--- src/rtl/rr_dff_arbiter.sv ---
`timescale 1ns/1ps
`default_nettype none
// ============================================================================
// Module   : rr_dff_arbiter
// Brief    : Round-robin arbiter sharing one DW-bit register among N_REQ
//            requesters, with each grant bounded to MAX_HOLD capture beats.
//            Optional macro ARB_LOCK_EN adds a lock input that suppresses the
//            hold-limit release.
// Revision : 1.0 - initial release
// ============================================================================
module rr_dff_arbiter #(
  parameter int N_REQ    = 4,
  parameter int DW       = 8,
  parameter int MAX_HOLD = 4
) (
  input  logic                     clk,
  input  logic                     rst,
  input  logic [N_REQ-1:0]         req,
  input  logic [N_REQ*DW-1:0]      din,
`ifdef ARB_LOCK_EN
  input  logic                     lock,
`endif
  output logic [N_REQ-1:0]         gnt,
  output logic [$clog2(N_REQ)-1:0] owner,
  output logic [DW-1:0]            dout,
  output logic                     dout_valid
);

  localparam int c_idx_w  = $clog2(N_REQ);
  localparam int c_hold_w = $clog2(MAX_HOLD + 1);
  localparam logic [c_hold_w-1:0] c_max_hold = c_hold_w'(MAX_HOLD);
  localparam logic [c_hold_w-1:0] c_hold_one = c_hold_w'(1);

  typedef enum logic [0:0] {
    S_IDLE = 1'b0,
    S_BUSY = 1'b1
  } state_t;

  state_t               r_state, w_state;
  logic [c_idx_w-1:0]   r_ptr, w_ptr;
  logic [c_idx_w-1:0]   r_owner, w_owner;
  logic [c_hold_w-1:0]  r_hold, w_hold;
  logic [N_REQ-1:0]     r_gnt, w_gnt;
  logic [DW-1:0]        r_dout, w_dout;
  logic                 r_dv, w_dv;

  logic [N_REQ-1:0]     w_owner_oh;
  logic [N_REQ-1:0]     w_others;
  logic [c_idx_w-1:0]   w_owner_inc;
  logic [c_idx_w-1:0]   w_win_idle;
  logic [c_idx_w-1:0]   w_win_others;
  logic                 w_own_req;
  logic                 w_expired;

  // First set bit scanning upward from start, wrapping modulo N_REQ.
  function automatic logic [c_idx_w-1:0] f_winner(input logic [N_REQ-1:0] r,
                                                  input logic [c_idx_w-1:0] start);
    logic [c_idx_w-1:0] idx;
    logic               found;
    f_winner = start;
    found    = 1'b0;
    for (int k = 0; k < N_REQ; k++) begin
      idx = c_idx_w'((int'(start) + k) % N_REQ);
      if (!found && r[idx]) begin
        f_winner = idx;
        found    = 1'b1;
      end
    end
  endfunction

  function automatic logic [N_REQ-1:0] f_onehot(input logic [c_idx_w-1:0] idx);
    f_onehot = {{(N_REQ-1){1'b0}}, 1'b1} << idx;
  endfunction

  assign w_owner_oh   = f_onehot(r_owner);
  assign w_others     = req & ~w_owner_oh;
  assign w_own_req    = req[r_owner];
  assign w_owner_inc  = (r_owner == c_idx_w'(N_REQ - 1)) ? '0 : r_owner + c_idx_w'(1);
  assign w_win_idle   = f_winner(req, r_ptr);
  assign w_win_others = f_winner(w_others, w_owner_inc);
`ifdef ARB_LOCK_EN
  assign w_expired    = (r_hold == c_max_hold) && !lock;
`else
  assign w_expired    = (r_hold == c_max_hold);
`endif

  always_comb begin
    w_state = r_state;
    w_ptr   = r_ptr;
    w_owner = r_owner;
    w_hold  = r_hold;
    w_gnt   = r_gnt;
    w_dout  = r_dout;
    w_dv    = 1'b0;
    case (r_state)
      S_IDLE: begin
        if (|req) begin
          w_owner = w_win_idle;
          w_gnt   = f_onehot(w_win_idle);
          w_hold  = c_hold_one;
          w_state = S_BUSY;
        end
      end
      S_BUSY: begin
        if (w_own_req) begin
          w_dout = din[r_owner*DW +: DW];
          w_dv   = 1'b1;
        end
        if (!w_own_req || w_expired) begin
          w_ptr = w_owner_inc;
          if (|w_others) begin
            w_owner = w_win_others;
            w_gnt   = f_onehot(w_win_others);
            w_hold  = c_hold_one;
          end else if (w_own_req) begin
            w_hold  = c_hold_one;
          end else begin
            w_gnt   = '0;
            w_state = S_IDLE;
          end
        end else if (r_hold != c_max_hold) begin
          // Saturation only matters when lock holds the grant past MAX_HOLD.
          w_hold = r_hold + c_hold_one;
        end
      end
      default: w_state = S_IDLE;
    endcase
  end

  always_ff @(posedge clk or posedge rst) begin
    if (rst) begin
      r_state <= S_IDLE;
      r_ptr   <= '0;
      r_owner <= '0;
      r_hold  <= '0;
      r_gnt   <= '0;
      r_dout  <= '0;
      r_dv    <= 1'b0;
    end else begin
      r_state <= w_state;
      r_ptr   <= w_ptr;
      r_owner <= w_owner;
      r_hold  <= w_hold;
      r_gnt   <= w_gnt;
      r_dout  <= w_dout;
      r_dv    <= w_dv;
    end
  end

  assign gnt        = r_gnt;
  assign owner      = r_owner;
  assign dout       = r_dout;
  assign dout_valid = r_dv;

endmodule
`default_nettype wire

--- config.mk ---
export PLATFORM = sky130hd
export DESIGN_NAME = rr_dff_arbiter
export DESIGN_NICKNAME = d
export VERILOG_FILES = /design/src/rtl/rr_dff_arbiter.sv
export SDC_FILE = /design/constraint.sdc
export NUM_CORES = 1
export LEC_CHECK = 0
export CORE_MARGIN = 1
export CORE_UTILIZATION = 41
export DETAILED_ROUTE_END_ITERATION = 12
export PLACE_DENSITY = 0.83
export SYNTH_ARGS = -nofsm -noshare
export SYNTH_HDL_FRONTEND = slang
export SYNTH_SLANG_ARGS = --single-unit
--- constraint.sdc ---
create_clock -name clk -period 2.5 [get_ports clk]
set_input_delay 0.375 -clock clk [delete_from_list [all_inputs] [get_ports clk]]
set_output_delay 0.375 -clock clk [all_outputs]
set_load 0.02 [all_outputs]
==> results.yml <==
floorplan:
  row_count: 22
  die_area_um2: 4150
  core_area_um2: 3690
  ios: 53
  die_x_um: 64.5
  initial_core_util: 0.434
  dieHeight_um: 64.5
route:
  drtIter0Drc: 51
  drt_first_pass_iters: 4
  via_per_inst: 5.36
  routed_wl_mm: 3.92
  route.vias.total: 1479
  ant_nets: 0
  wl_per_cell_um: 14.2
  drc_errors: 0
timing:
  rsz0062_at_grt: "false"
  tightest_slew_ns: 0.787
  fin_tns_setup_ns: 0
  timing.final.ws_setup_ns: 0.129
  skew_ns: 0.00278
  fmax_ghz: 0.422
  period_needed_ns: 2.37
  hold_viol: 0
  drv_slew: 0
  slew_headroom: 0.475
  setup_viol: 0
  period_share: 0.948
power_and_ir_drop:
  power.switching_mw: 1.26
  power_frac_seq: 0.219
  p_clk_frac: 0.077
  powerDensity_nw_per_um2: 1260
  intPower_mw: 1.66
  switching_share: 0.431
  p_leak_nw: 1.01
  p_comb_frac: 0.704
  irDropWorstVdd_mv: 0.687
placed_design:
  pre_cts_ws_ns: 0.00854
  place_congestion: 0.928
  io_buffers: 52
  dp_hpwl_mm: 3.13
yosys:
  synth.cell_area_um2: 1600
  ys_seq_area_frac: 0.329
  synth_top_area_share: 0.329
  synth_cell_type_count: 50
  avgSynthCellArea_um2: 9.81
  async_flop_share: 1.00
  synthCells: 163
  synth_nets: 207
  synth_edf_count: 0
  yosys-top-cells-area: "dfrtp_1 33%, mux4_2 13%, nand2_1 8.2%"
  synth-main-ff-cell: "dfrtp_1"
  ys_warn_count: 0
  synth_top_area_cell: "dfrtp_1"
  ys_seq_elements: 21
cts:
  clk-insertion-delay-late_ns: 0.26
  htree_levels: 1
  cts_tree: "yes"
  cts_made_buffers: 3
  clock_tree.buffer_depth: 2
  hold_buffers: 0
  numClockSinks: 21
  clock-root-buffer: "clkbuf_8"
  clkSlewWorstSetupHoldPaths_ns: 0.08
worst_setup_path:
  critPathKind: "register to register"
  crit_slowest_cell: "dfrtp_2"
  critPathArrivalTime_ns: 2.49
  path_cells: "buf_4 > ha_1 > nor2_1 > nor3b_2 > a211oi_1 > o32ai_2 > mux2i_1 > o221ai_1"
  cp_num_buf_inv: 1
  crit_path_end_kind: "register"
  cpPeakStageDelay_ns: 0.47
  crit_family: "compound AO/OA/AOI/OAI gates"
  startpoint_type: "register"
  worstPathMaxFanout: 8
  cp.required_ns: 2.62
hold_path:
  hold_class: "register to register"
outcome:
  outcome: "complete, no violations"
layout:
  layout_common_cells: "52 x clkdlybuf4s50_1, 35 x nand2_1, 20 x dfrtp_1, 17 x buf_4, 10 x inv_1"
  antenna_cells: 0
  nets: 273
  layout_commonest_cell: "clkdlybuf4s50_1"
  num-fill-cells: 319
  area_growth_pct: 45.1
  drive_above_1_share: 0.219
global_routing:
  grt_pass1_wl_mm: 6.60
  antenna_found_initial: 0
  grt-ovfl-total: 0
  grt_max_degree: 22
  first_global_vias: 1455
  grtUsageTotal: 0.207
flow_run:
  maxCapViolCount: 0
==> worst register-to-register path: stages, from the launching register on <==
cell      delay (ns)
dfrtp_2         0.47
buf_4           0.17
ha_1            0.23
nor2_1          0.32
nor3b_2         0.11
a211oi_1        0.35
o32ai_2         0.16
mux2i_1         0.26
o221ai_1        0.16
==> sequential cells by signal, summed over array words and instances, names as in the netlist <==
name / flops
owner: 2
r_hold: 3
dout_valid: 1
r_ptr: 2
dout: 8
r_state: 1
gnt: 4
==> layer usage <==
metal	track usage	part of all wire	vias up
li1	-	-	718
met1	0.264	0.45	721
met2	0.357	0.50	32
met3	0.0176	0.022	8
met4	0.0917	0.027	0
met5	0	0	-
==> cells in the mapped netlist, types with 2 or more instances <==
master	count
clkbuf_1	4
dfrtp_1	21
nand2_1	35
nand2b_1	3
nand3_1	4
nor3b_1	3
mux2_4	2
o22ai_1	2
buf_6	2
mux2_2	2
inv_1	10
o21ai_1	6
mux2i_1	4
o21ai_0	3
nor2_1	5
a211oi_1	2
nor3_1	3
ha_1	6
mux4_2	9
a21oi_1	7
==> power by group through the flow <==
| stage | registers (mW) | clock network [mW] | logic (mW) |
|---|---|---|---|
| finish | 0.640 | 0.223 | 2.05 |
| global route | 0.659 | 0.236 | 2.22 |
| CTS | 0.636 | 0.226 | 2.02 |
| detailed placement | 0.644 | 0 | 2.01 |
| global placement | 0.631 | 0 | 1.97 |
| floorplan | 0.749 | 0 | 1.21 |
==> final timing paths <==
check,from,to,slack (ns),cells after the start
setup / recovery,owner[0],gnt[2],0.13,8
hold / removal,dout[0],dout[0],0.47,2
setup reg to reg,owner[0],gnt[2],0.13,8
hold reg to reg,dout[0],dout[0],0.47,2
max in group asynchronous,rst,owner[0],1.40,2
min in group asynchronous,rst,dout[5],0.56,2
==> cell families after synthesis <==
family | count (synthesis) | synth area share
simple gates | 66 | 0.218
compound gates | 34 | 0.165
flops | 21 | 0.329
buf+inv | 19 | 0.0571
mux | 17 | 0.185
fa+ha+maj | 6 | 0.0469
==> what timing repair did <==
action	4_1_cts	5_1_grt
resized for setup	0	4
setup buffers	0	0
endpoints found under the setup margin	0	2
hold endpoints to repair	0	0
==> cell type report <==
cell class / count / area (um^2) / area share
inverters: 11 / 41.3 / 0.0178
repair buffers: 69 / 648 / 0.279
flip-flops and latches: 21 / 527 / 0.227
clock inverters: 1 / 5.00 / 0.00216
well taps: 48 / 60.1 / 0.0259
clock buffers: 3 / 41.3 / 0.0178
multi-input cells: 123 / 997 / 0.430
==> metrics by stage <==
| step | cells | total power [mW] | instance area (um^2) | util | hold slack, ns |
|---|---|---|---|---|---|
| after CTS | 276 | 2.88 | 2300 | 0.624 | 0.472 |
| after global routing | 276 | 3.12 | 2320 | 0.629 | 0.503 |
| after detailed placement | 272 | 2.65 | 2260 | 0.612 | 0.456 |
| final | 276 | 2.92 | 2320 | 0.629 | 0.469 |
| after global placement | 272 | 2.61 | 2260 | 0.612 | 0.449 |
| after floorplan | 163 | 1.96 | 1600 | - | 0.352 |
Note: power is estimated with default switching activity, not from simulation.
